==> src/rtl/uart_tx_queue_pkg.sv <==
// Shared definitions for the UART transmit queue: sequencer state
// encodings, frame length and default sizing constants.
package uart_tx_queue_pkg;

    typedef enum logic [1:0] {
        TXQ_IDLE = 2'd0,
        TXQ_ARM  = 2'd1,
        TXQ_SEND = 2'd2
    } txqState_t;

    // start + 8 data + stop
    localparam int TXQ_FRAME_BITS    = 10;
    // 16 clocks per bit keeps us aligned with a 16x oversampling receiver
    localparam int TXQ_DEFAULT_DIV   = 16;
    localparam int TXQ_DEFAULT_DEPTH = 4;

endpackage

==> src/rtl/uart_tx_queue_fifo.sv <==
// txq_fifo: byte queue feeding the transmitter. Holds storage, pointers,
// occupancy and the write-accept rule. A write at full is still accepted
// when the head is popped in the same cycle.
module txq_fifo
    import uart_tx_queue_pkg::*;
#(
    parameter int DEPTH  = TXQ_DEFAULT_DEPTH,
    parameter int ADDR_W = 2
) (
    input  logic              clock,
    input  logic              reset,
    input  logic              wrEn,
    input  logic [7:0]        wrData,
    input  logic              pop,
    output logic              full,
    output logic              empty,
    output logic [ADDR_W:0]   level,
    output logic [7:0]        dataOut
);

    logic [7:0]        mem [DEPTH];
    logic [ADDR_W-1:0] wrPtr;
    logic [ADDR_W-1:0] rdPtr;
    logic [ADDR_W:0]   count;
    logic              doPop;
    logic              doPush;

    // Occupancy flags and the accept rule; a pop on an empty queue is ignored.
    always_comb begin
        full    = (count == (ADDR_W+1)'(DEPTH));
        empty   = (count == (ADDR_W+1)'(0));
        doPop   = pop & ~empty;
        doPush  = wrEn & (~full | doPop);
        level   = count;
        dataOut = mem[rdPtr];
    end

    // Pointer and occupancy state; pointers wrap naturally modulo DEPTH.
    always_ff @(posedge clock or negedge reset) begin
        if (!reset) begin
            wrPtr <= {ADDR_W{1'b0}};
            rdPtr <= {ADDR_W{1'b0}};
            count <= {(ADDR_W+1){1'b0}};
        end else begin
            if (doPush) begin
                wrPtr <= wrPtr + ADDR_W'(1);
            end
            if (doPop) begin
                rdPtr <= rdPtr + ADDR_W'(1);
            end
            case ({doPush, doPop})
                2'b10:   count <= count + (ADDR_W+1)'(1);
                2'b01:   count <= count - (ADDR_W+1)'(1);
                default: count <= count;
            endcase
        end
    end

    // Storage is not reset: contents are only meaningful while counted.
    always_ff @(posedge clock) begin
        if (doPush) begin
            mem[wrPtr] <= wrData;
        end
    end

endmodule

==> src/rtl/uart_tx_queue.sv <==
// uart_tx_queue: byte queue and sequencer in front of the UART transmitter.
// Generates the free-running bit-rate enable and the shift/load strobe, and
// hands one queued byte per frame to the transmitter.
// Optional feature macro: TXQ_OVERFLOW_EN adds a sticky 'overflow' output
// flagging writes rejected at full; without it such writes are dropped.
module uart_tx_queue
    import uart_tx_queue_pkg::*;
#(
    parameter int DEPTH  = TXQ_DEFAULT_DEPTH,
    parameter int ADDR_W = 2,
    parameter int DIV    = TXQ_DEFAULT_DIV
) (
    input  logic              clock,
    input  logic              reset,
    input  logic              wrEn,
    input  logic [7:0]        wrData,
    output logic              full,
    output logic              empty,
    output logic [ADDR_W:0]   level,
    input  logic              txEmpty,
    output logic              enable,
    output logic              shiftLoad,
    output logic [7:0]        dataOut
`ifdef TXQ_OVERFLOW_EN
    ,output logic             overflow
`endif
);

    localparam int              DIV_W    = (DIV > 1) ? $clog2(DIV) : 1;
    localparam logic [DIV_W-1:0] DIV_LAST = DIV_W'(DIV - 1);

    logic [DIV_W-1:0] divCnt;
    txqState_t        state;
    txqState_t        nextState;
    logic             pop;

    txq_fifo #(
        .DEPTH  (DEPTH),
        .ADDR_W (ADDR_W)
    ) fifo (
        .clock   (clock),
        .reset   (reset),
        .wrEn    (wrEn),
        .wrData  (wrData),
        .pop     (pop),
        .full    (full),
        .empty   (empty),
        .level   (level),
        .dataOut (dataOut)
    );

    // Free-running bit-rate divider; never stalled by the sequencer.
    always_ff @(posedge clock or negedge reset) begin
        if (!reset) begin
            divCnt <= {DIV_W{1'b0}};
        end else if (divCnt == DIV_LAST) begin
            divCnt <= {DIV_W{1'b0}};
        end else begin
            divCnt <= divCnt + DIV_W'(1);
        end
    end

    assign enable = (divCnt == DIV_LAST);

    // Sequencer state register.
    always_ff @(posedge clock or negedge reset) begin
        if (!reset) begin
            state <= TXQ_IDLE;
        end else begin
            state <= nextState;
        end
    end

    // Sequencer next state, load strobe and pop. The pop coincides with the
    // enable on which the transmitter loads the head byte; the transmitter
    // drops txEmpty the following cycle, so SEND cannot exit early.
    always_comb begin
        nextState = state;
        shiftLoad = 1'b1;
        pop       = 1'b0;
        case (state)
            TXQ_IDLE: begin
                if (!empty && txEmpty) begin
                    nextState = TXQ_ARM;
                end else begin
                    nextState = TXQ_IDLE;
                end
            end
            TXQ_ARM: begin
                shiftLoad = 1'b0;
                if (enable) begin
                    pop       = 1'b1;
                    nextState = TXQ_SEND;
                end else begin
                    nextState = TXQ_ARM;
                end
            end
            TXQ_SEND: begin
                if (txEmpty) begin
                    nextState = TXQ_IDLE;
                end else begin
                    nextState = TXQ_SEND;
                end
            end
            default: begin
                nextState = TXQ_IDLE;
            end
        endcase
    end

`ifdef TXQ_OVERFLOW_EN
    logic overflowReg;

    // Sticky record of any write refused because the queue was full.
    always_ff @(posedge clock or negedge reset) begin
        if (!reset) begin
            overflowReg <= 1'b0;
        end else if (wrEn && full && !pop) begin
            overflowReg <= 1'b1;
        end else begin
            overflowReg <= overflowReg;
        end
    end

    assign overflow = overflowReg;
`endif

endmodule
==> config.mk <==
export PLATFORM = sky130hd
export DESIGN_NAME = uart_tx_queue
export DESIGN_NICKNAME = d
export VERILOG_FILES = /design/src/rtl/uart_tx_queue_pkg.sv /design/src/rtl/uart_tx_queue_fifo.sv /design/src/rtl/uart_tx_queue.sv
export SDC_FILE = /design/constraint.sdc
export NUM_CORES = 1
export LEC_CHECK = 0
export BUFFER_PORTS_ARGS = -buffer_cell sky130_fd_sc_hd__buf_4
export CAP_MARGIN = 30
export CORE_MARGIN = 2
export CORE_UTILIZATION = 55
export DETAILED_ROUTE_END_ITERATION = 7
export GPL_TIMING_DRIVEN = 0
export PLACE_DENSITY = 0.77
export SLEW_MARGIN = 20
export SYNTH_ARGS = -nofsm -noshare
export SYNTH_HDL_FRONTEND = slang
export SYNTH_SLANG_ARGS = --single-unit
==> constraint.sdc <==
create_clock -name clock -period 2.5 [get_ports clock]
set_input_delay 0.125 -clock clock [delete_from_list [all_inputs] [get_ports clock]]
set_output_delay 0.125 -clock clock [all_outputs]
set_load 0.005 [all_outputs]
==> results of run 1 <==
routing by layer:
metal	vias up	global-route usage, %	part of all wire [%]	wire length, um
li1	466	-	-	-
met1	499	20.92	42	1198
met2	14	28.26	53	1526
met3	6	6.159	3.3	95
met4	0	5.833	1.6	47
met5	-	0	0	0
stage by stage:
stage,utilization (%),hold WS (ps),cell area (um2)
6_report,69.52,35.73,2283
5_1_grt,69.52,38.81,2283
4_1_cts,69.52,32.45,2283
3_5_place_dp,64.50,-21.13,2118
3_3_place_gp,64.50,-22.83,2118
2_1_floorplan,-,-170.6,1866
synthesized netlist by cell type:
master                     instances  share of area, %
sky130_fd_sc_hd__o22a_4            1              0.94
sky130_fd_sc_hd__edfxtp_1         32                52
sky130_fd_sc_hd__xnor2_1           2              0.94
sky130_fd_sc_hd__nor2b_1           4               1.3
sky130_fd_sc_hd__o21ai_0           3              0.80
sky130_fd_sc_hd__nor4b_2           1              0.80
sky130_fd_sc_hd__buf_2             1              0.27
sky130_fd_sc_hd__nand3_1           1              0.27
sky130_fd_sc_hd__nand2b_1          1              0.34
sky130_fd_sc_hd__nor3_2            2               1.1
sky130_fd_sc_hd__nor2_1            3              0.60
sky130_fd_sc_hd__mux4_2            8               9.7
sky130_fd_sc_hd__nor3b_2           1              0.67
sky130_fd_sc_hd__ha_1              6               4.0
sky130_fd_sc_hd__or3b_1            1              0.47
sky130_fd_sc_hd__mux2_4            1              0.80
sky130_fd_sc_hd__a21oi_1           2              0.54
sky130_fd_sc_hd__buf_1             1              0.20
sky130_fd_sc_hd__inv_1             8               1.6
sky130_fd_sc_hd__nand3b_1          1              0.40
sky130_fd_sc_hd__nand3_4           1              0.94
sky130_fd_sc_hd__nand2_1           2              0.40
sky130_fd_sc_hd__dfrtp_1          13                17
sky130_fd_sc_hd__xor2_1            5               2.3
sky130_fd_sc_hd__mux2i_1           1              0.54
sky130_fd_sc_hd__fa_1              1               1.1
cell families after synthesis:
family | synth area share, %
AO/OA/AOI/OAI | 2.280
XOR/XNOR | 3.286
multiplexers | 11.00
buffers and inverters | 2.079
adder cells (fa/ha/maj) | 5.097
flip-flops | 68.95
AND/OR/NAND/NOR | 7.310
final cells by class:
class / count / area share, %
Sequential cell: 45 / 56.33
Multi-Input combinational cell: 48 / 23.67
Timing Repair Buffer: 35 / 12.49
Tap cell: 46 / 2.521
Clock buffer: 6 / 1.808
Clock inverter: 2 / 1.479
Inverter: 8 / 1.315
Buffer: 2 / 0.3836
sequential cells by signal, summed over array words and instances, names as in the netlist:
name        flops
state           2
fifo.level      3
fifo.mem       32
divCnt          4
fifo.wrPtr      2
fifo.rdPtr      2
power breakdown:
part / total, mW / switching [mW] / internal [mW]
clock network: 0.422 / 0.214 / 0.208
logic: 0.763 / 0.330 / 0.433
registers: 1.07 / 0.0900 / 0.984
total: 2.26 / 0.633 / 1.63
critical path: cells and delay by family, from the launching register on:
kind                       cells  cell delay, ps
xor gates and xnor gates       2             300
adders and majority gates      3             850
buffers and inverters          1              60
DFF                            1             410
and+or+nand+nor                3             530
final timing paths:
path | startpoint | end | cells past startpoint | slack (ps)
setup / recovery | divCnt[0] | fifo.level[2] | 9 | 270
hold / removal | txEmpty | state[1] | 4 | 40
setup reg to reg | divCnt[0] | fifo.level[2] | 9 | 270
hold reg to reg | state[1] | state[0] | 1 | 470
max in group asynchronous | reset | fifo.rdPtr[1] | 2 | 2180
min in group asynchronous | reset | state[0] | 2 | 150
==> results.cfg, run 1 <==
[pwr]
power_after_layout_mw = 2.259
power_per_unit_of_standard_cell_area_nw_per_um2 = 989.3
ir_worst_vdd_uv = 614.4
total_leakage_power_nw = 0.8928

[global_route]
global_route.usage.total_pct = 17.05
grt_first_pass_wirelength_mm = 4.816
number_of_antenna_violations_at_the_first_check_in_global_routing = 0
first_global_vias = 995
globalRoute.totalOverflow = 0
largest_net_degree_at_the_start_of_global_routing = 14

[synth]
ys.warnings.count = 0
syn-cell-area_um2 = 1866
mappedNetlistNets = 122
synth-seq-cells = 45
seq_area_frac_synth_pct = 68.95
postSynthAreaPerCell_um2 = 18.11
synth.lib_cells_used.distinct = 26
synthesis.instances = 103

[floorplanning]
start_util_pct = 56.80
floorplan.core_area_um2 = 3284
die_height_um = 62.24
dieWidth_um = 62.24
rows = 21
floorplan.die_area_um2 = 3874
boundaryPins = 27

[run_status]
outcome = completed

[critical_path]
cp-start-kind = flop
critPathMaxFanout = 6
timing_worst_setup_path_type = flop to flop
timing.critical_path.cells = ha_1 > nand3_4 > nor3_2 > ha_1 > inv_1 > fa_1 > xor2_1 > nor2_1 > xor2_1
endpoint_kind = flop
crit_path_top_delay_cell = sky130_fd_sc_hd__dfrtp_1
cp_slowest_stage_delay_ps = 410
timing.critical_path.arrival_ps = 2500
required_ps = 2770

[drt]
drt-initial-drc-count = 38
detailedRoute.firstPassIterationCount = 4
antenna_violating_nets_post_route = 0
via_per_inst = 5.130
wl_cell_um = 14.93
vias = 985
drcViolationCount = 0
drt-total-wl_mm = 2.867

[sta]
finalHoldViolCount = 0
finalWorstPathRequiredPeriod_ps = 2226
worst_clock_skew_ps = 10.44
transition_time_of_the_tightest_slew_check_pin_ps = 799.2
fmaxAchievable_ghz = 0.4492
timing.max_slew.rel_slack_pct = 46.61
rsz0062_at_grt = no
worst_slack_ps = 274.0
maxSlewViolCount = 0
tns_ps = 0
fin_crit_sh_pct = 89.04
setup-violations-final = 0

[layout]
insertedDiodeCount = 0
multi_input_comb_area_um2 = 540.5
nNetsFinal = 164
sequential_cell_area_um2 = 1286
final_layout_size_suffix_gt1_share_pct = 32.88
post_layout_nonfiller_instances = 192
syn_to_final_growth_pct = 22.40
filler_cell_count = 223
layout_commonest_cell = sky130_fd_sc_hd__edfxtp_1
mostFrequentLayoutCells = sky130_fd_sc_hd__edfxtp_1 (32), sky130_fd_sc_hd__buf_4 (26), sky130_fd_sc_hd__dfrtp_1 (13)

[clock_network]
clockBufferDepth = 2
cts_buffers = 5
cts_hold_fix_bufs = 9
clk_root_buffer_cell = sky130_fd_sc_hd__clkbuf_4
cts_num_sinks = 45
cts_repair_resize_count = 0
postCtsSetupBuffers = 0
worst_setup_hold_path_clk_slew_ps = 120
cts_tree = built
insertion_delay_to_the_later_sink_of_the_worst_skew_pair_ps = 350
cts_htree_levels = 2

[place]
placement.io_buffers = 26
finalWeightedCongestion = 0.7591
dp_worst_setup_slack_ps = 328.3
hpwlAfterDp_mm = 1.958
place_inst = 175

[hold_path]
hold_class = primary input to flop

[flow_run]
max_cap_violations = 0
Note: power is estimated with default switching activity, not from simulation.
==> run 2, diff against run 1 <==
Settings changed: ABC_AREA set to 1, CORE_MARGIN 2 to unset, SLEW_MARGIN 20 to 15.
==> results.cfg, run 2 <==
[layout]
insertedDiodeCount = 0
post_layout_nonfiller_instances = 242
layout_commonest_cell = sky130_fd_sc_hd__edfxtp_1
regMostFlops = fifo.mem
syn_to_final_growth_pct = 22.21
number_of_flip_flops_in_the_largest_register = 32
multi_input_comb_area_um2 = 508.0
filler_cell_count = 241
final_layout_size_suffix_gt1_share_pct = 23.23
nNetsFinal = 216
sequential_cell_area_um2 = 1286
mostFrequentLayoutCells = sky130_fd_sc_hd__edfxtp_1 (32), sky130_fd_sc_hd__buf_4 (28), sky130_fd_sc_hd__nor2_1 (21)

[floorplanning]
dieWidth_um = 60.67
rows = 20
floorplan.core_area_um2 = 3153
die_height_um = 60.67
boundaryPins = 27
floorplan.die_area_um2 = 3681
start_util_pct = 60.04

[drt]
detailedRoute.firstPassIterationCount = 4
via_per_inst = 5.227
drt-total-wl_mm = 3.739
antenna_violating_nets_post_route = 0
vias = 1265
drt-initial-drc-count = 65
wl_cell_um = 15.45
drcViolationCount = 0

[global_route]
global_route.usage.total_pct = 23.96
number_of_antenna_violations_at_the_first_check_in_global_routing = 0
globalRoute.totalOverflow = 0
largest_net_degree_at_the_start_of_global_routing = 14
first_global_vias = 1353
grt_first_pass_wirelength_mm = 5.913

[clock_network]
cts_num_sinks = 45
clockBufferDepth = 2
cts_buffers = 5
insertion_delay_to_the_later_sink_of_the_worst_skew_pair_ps = 370
cts_tree = built
worst_setup_hold_path_clk_slew_ps = 130
cts_repair_resize_count = 0
clk_root_buffer_cell = sky130_fd_sc_hd__clkbuf_4
cts_htree_levels = 2

[critical_path]
critPathMaxFanout = 5
timing.critical_path.from = divCnt[0]
cp-endpoint = fifo.level[2]
timing.critical_path.arrival_ps = 2610
endpoint_kind = flop
required_ps = 2800
timing_worst_setup_path_type = flop to flop
r2r_cells = 11
rr_startpoint = divCnt[0]
cp-start-kind = flop
endpoint_of_the_worst_register_to_register_path = fifo.level[2]
reg2reg_slack_ps = 180

[run_status]
outcome = completed

[synth]
synth_area_leader_cell = sky130_fd_sc_hd__edfxtp_1
seq_area_frac_synth_pct = 67.94
mappedNetlistNets = 173
synth-seq-cells = 45
synthesis.instances = 154
yosys-top-cells-count = sky130_fd_sc_hd__edfxtp_1 (32), sky130_fd_sc_hd__nor2_1 (21), sky130_fd_sc_hd__inv_1 (19)
synth.lib_cells_used.distinct = 24
number_of_flops_mapped_to_enable_cells_by_yosys = 32
yosysTopAreaCellShare_pct = 50.76
synth_area_leaders = sky130_fd_sc_hd__edfxtp_1 (51%), sky130_fd_sc_hd__dfrtp_1 (17%), sky130_fd_sc_hd__o21ai_0 (4.2%), sky130_fd_sc_hd__nor2_1 (4.2%), sky130_fd_sc_hd__ha_1 (4.0%)
ys.warnings.count = 0
synth_most_common_cell = sky130_fd_sc_hd__edfxtp_1
postSynth.asyncResetShare_pct = 28.89
postSynth.topFlopCell = sky130_fd_sc_hd__edfxtp_1
syn-cell-area_um2 = 1893
postSynthAreaPerCell_um2 = 12.29

[hold_path]
hold_class = primary input to flop

[sta]
worst_clock_skew_ps = 12.63
setup-violations-final = 0
finalWorstPathRequiredPeriod_ps = 2318
finalHoldViolCount = 0
tns_ps = 0
maxSlewViolCount = 0
transition_time_of_the_tightest_slew_check_pin_ps = 815.7
rsz0062_at_grt = no
fin_crit_sh_pct = 92.71
timing.max_slew.rel_slack_pct = 45.42
fmaxAchievable_ghz = 0.4314

[place]
place_inst = 224
hpwlAfterDp_mm = 2.531
placement.io_buffers = 26
finalWeightedCongestion = 0.7448

[pwr]
ir_worst_vdd_uv = 496.2
power_per_unit_of_standard_cell_area_nw_per_um2 = 1033
total_leakage_power_nw = 0.9497

[flow_run]
max_cap_violations = 0
[run 2: cell types whose count changed after synthesis, sizes merged, moves of 2 or more]
cell	change
nor2	+19
o21ai	+15
inv	+12
o22ai	+10
nand2	+9
mux4	-8
nand3	+4
nor2b	-4
or2	+2
xor2	-2
[run 2: layout make-up]
type | count | share of cell area, %
sequential | 45 | 55.60
multi-input combinational | 85 | 21.96
timing repair buffer | 36 | 12.76
inverter | 20 | 3.245
clock buffer | 7 | 2.812
tap | 44 | 2.380
buffer | 4 | 1.028
clock inverter | 1 | 0.2163
[run 2: kinds of logic after synthesis]
family	Yosys count	share of synthesized area (%)
flip-flops	45	67.94
AND/OR/NAND/NOR	42	10.51
AO/OA/AOI/OAI	31	8.989
buffers and inverters	24	5.221
adder cells (fa/ha/maj)	7	5.023
XOR/XNOR	5	2.314
[run 2: worst min-delay path by stage]
| stage | to | cells after the start | slack, ps | start |
|---|---|---|---|---|
| after floorplan | divCnt[0] | 0 | -170 | reset |
| after global placement | fifo.level[2] | 1 | -30 | reset |
| after detailed placement | fifo.level[1] | 1 | -20 | reset |
| after CTS | fifo.wrPtr[0] | 3 | 20 | wrEn |
| after global routing | fifo.wrPtr[0] | 3 | 40 | wrEn |
| final | fifo.wrPtr[0] | 3 | 30 | wrEn |
[run 2: repair_timing]
item,4_1_cts,5_1_grt
endpoints found under the hold margin,46,0
setup endpoints to repair,0,0
setup buffers,0,0
hold buffers,10,0
[run 2: routing by layer]
metal / vias to the layer above / GRT usage, % / part of all wire (%)
met3: 8 / 4.478 / 3.0
met5: - / 0 / 0
met1: 617 / 27.27 / 42
li1: 612 / - / -
met2: 28 / 41.13 / 52
met4: 0 / 16.23 / 2.3
[run 2: power by group]
part | switching, mW | internal, mW
clock network | 0.230 | 0.163
registers | 0.0752 | 0.978
logic | 0.539 | 0.405
total | 0.844 | 1.55
[run 2: stage by stage]
step	hold slack, ps	setup slack (ps)	power (mW)	util, %	instance area (um2)
2_1_floorplan	-170.6	410.3	1.577	-	1893
3_3_place_gp	-26.55	297.7	1.929	67.98	2143
3_5_place_dp	-16.11	200.0	1.995	67.98	2143
4_1_cts	18.10	168.3	2.391	73.37	2313
5_1_grt	37.64	49.11	2.528	73.37	2313
6_report	29.83	182.2	2.390	73.37	2313
[run 2: critical path, stage by stage, from the launching register on]
cell and delay, ps:
sky130_fd_sc_hd__dfrtp_1 380, sky130_fd_sc_hd__ha_1 180, sky130_fd_sc_hd__inv_1 80, sky130_fd_sc_hd__nor2_4 170
sky130_fd_sc_hd__nand3_1 210, sky130_fd_sc_hd__inv_1 100, sky130_fd_sc_hd__ha_1 140, sky130_fd_sc_hd__inv_1 70
sky130_fd_sc_hd__fa_1 390, sky130_fd_sc_hd__or2_2 300, sky130_fd_sc_hd__nand2_1 90, sky130_fd_sc_hd__xor2_1 140
==> run 3, diff against run 2 <==
Settings changed: CORE_ASPECT_RATIO set to 1.2, CORE_UTILIZATION 55 to 50, MAX_ROUTING_LAYER set to met4, PLACE_DENSITY 0.77 to 0.74.
Clock period 2.5 ns to 2.1 ns, I/O delays scaled along.
==> results.cfg, run 3 (synthesized netlist as in run 2, its figures left out) <==
[clock_network]
insertion_delay_to_the_later_sink_of_the_worst_skew_pair_ps = 300
cts_num_sinks = 45
clk_root_buffer_cell = sky130_fd_sc_hd__clkbuf_8
cts_buffers = 5
worst_setup_hold_path_clk_slew_ps = 90
cts_tree = built
clockBufferDepth = 2
cts_htree_levels = 2

[critical_path]
critPathMaxFanout = 8
most_used_cell_cp = sky130_fd_sc_hd__nand2_4
timing.critical_path.arrival_ps = 1950
timing.critical_path.cells = ha_2 > inv_2 > nor2_4 > nand2_2 > nand2_4 > nand2_4 > nor2_1
crit_path_top_delay_cell = sky130_fd_sc_hd__nor2_1
cp-start-kind = flop
required_ps = 2030
endpoint_kind = flop
cp_slowest_stage_delay_ps = 610
timing_worst_setup_path_type = flop to flop
reg2reg_slack_ps = 70

[hold_path]
hold_class = primary input to flop

[global_route]
first_global_vias = 1365
number_of_antenna_violations_at_the_first_check_in_global_routing = 0
globalRoute.totalOverflow = 0
largest_net_degree_at_the_start_of_global_routing = 15
grt_first_pass_wirelength_mm = 6.417
global_route.usage.total_pct = 23.04

[drt]
vias = 1306
detailedRoute.firstPassIterationCount = 4
drt-total-wl_mm = 4.036
drcViolationCount = 0
antenna_violating_nets_post_route = 0
wl_cell_um = 15.77
drt-initial-drc-count = 46
via_per_inst = 5.102

[layout]
final_layout_size_suffix_gt1_share_pct = 32.84
post_layout_nonfiller_instances = 256
number_of_flip_flops_in_the_largest_register = 32
regMostFlops = fifo.mem
mostFrequentLayoutCells = sky130_fd_sc_hd__buf_4 (39), sky130_fd_sc_hd__edfxtp_1 (32), sky130_fd_sc_hd__nor2_1 (18)
layout_commonest_cell = sky130_fd_sc_hd__buf_4
insertedDiodeCount = 0
nNetsFinal = 222
syn_to_final_growth_pct = 29.21
finish.utilization_pct = 67.32

[place]
place_inst = 232
placement.io_buffers = 26
hpwlAfterDp_mm = 2.566
finalWeightedCongestion = 0.8063
dp_worst_setup_slack_ps = -195.5

[sta]
setup-violations-final = 0
timing.max_slew.rel_slack_pct = 47.11
worst_clock_skew_ps = 10.17
finalHoldViolCount = 0
fmaxAchievable_ghz = 0.4928
worst_slack_ps = 70.79
maxSlewViolCount = 0
fin_crit_sh_pct = 96.63
transition_time_of_the_tightest_slew_check_pin_ps = 790.4
finalWorstPathRequiredPeriod_ps = 2029
rsz0062_at_grt = yes
tns_ps = 0

[pwr]
total_leakage_power_nw = 0.9906
ir_worst_vdd_uv = 622.1
power_after_layout_mw = 3.081
power_per_unit_of_standard_cell_area_nw_per_um2 = 1259

[floorplanning]
rows = 24
floorplan.core_area_um2 = 3633
boundaryPins = 27
start_util_pct = 52.10
floorplan.die_area_um2 = 4037
dieWidth_um = 58.17
die_height_um = 69.41

[flow_run]
max_cap_violations = 0

[run_status]
outcome = completed
## run 3: cell count changes in the layout (fill, tap and decap cells not counted), moves of 2 or more
cell                            before  now
sky130_fd_sc_hd__dlygate4sd3_1      10    5
sky130_fd_sc_hd__ha_1                6    4
sky130_fd_sc_hd__nor2_1             21   18
sky130_fd_sc_hd__clkbuf_8            2    5
sky130_fd_sc_hd__inv_1              19   16
sky130_fd_sc_hd__nor2_2              0    3
sky130_fd_sc_hd__buf_4              28   39
sky130_fd_sc_hd__inv_2               1    3
sky130_fd_sc_hd__clkbuf_4            5    0
## run 3: through the flow
stage                     hold WS, ps  cell area (um2)
after floorplan                -190.6             1893
after global placement         -45.80             2153
after detailed placement       -44.37             2153
after CTS                       2.792             2374
after global routing            4.788             2446
final                           7.702             2446
## run 3: area by class of cell
| class | instances | area (um2) |
|---|---|---|
| sequential | 45 | 1286 |
| fill | 267 | 1187 |
| multi-input combinational | 85 | 555.5 |
| timing repair buffer | 42 | 327.8 |
| inverter | 20 | 77.57 |
| clock buffer | 5 | 68.82 |
| tap | 52 | 65.06 |
| clock inverter | 3 | 41.29 |
| buffer | 4 | 23.77 |
## run 3: critical path: cells and delay by family, from the launching register on
kind	cells	cell delay [ps]
and+or+nand+nor	5	1050
DFF	1	360
adders and majority gates	1	190
buffers and inverters	1	50
## run 3: timing repair
action	in CTS	in global routing
hold buffers	3	2
gates resized for setup	12	4
gates cloned	0	0
hold endpoints to repair	18	8
pin swaps	4	7
setup endpoints to repair	17	26
setup buffers	5	6
## run 3: path summary, 6_finish.rpt
path                            startpoint        endpoint  cells after the start
max in group asynchronous            reset       divCnt[3]                      2
worst max-delay path             divCnt[1]  fifo.mem[1][7]                      7
worst max register to register   divCnt[1]  fifo.mem[1][7]                      7
worst min-delay path             wrData[3]  fifo.mem[2][3]                      1
min in group asynchronous            reset   fifo.level[2]                      2
worst min register to register    state[0]        state[1]                      1
## run 3: per-layer routing
metal  routed length, um  up-vias  part of all wire (%)  track usage (%)
li1                    -      627                     -                -
met1                1616      645                    40            25.36
met4                 120        0                   3.0            9.788
met3                 100        9                   2.5            4.478
met2                2198       25                    54            39.85
met5                   0        -                     0                -
## run 3: report_power, final
group          total, mW  switching [mW]  internal (mW)
Clock              0.633           0.283          0.350
Sequential          1.25          0.0904           1.16
Combinational       1.19           0.676          0.517
Total               3.08            1.05           2.03
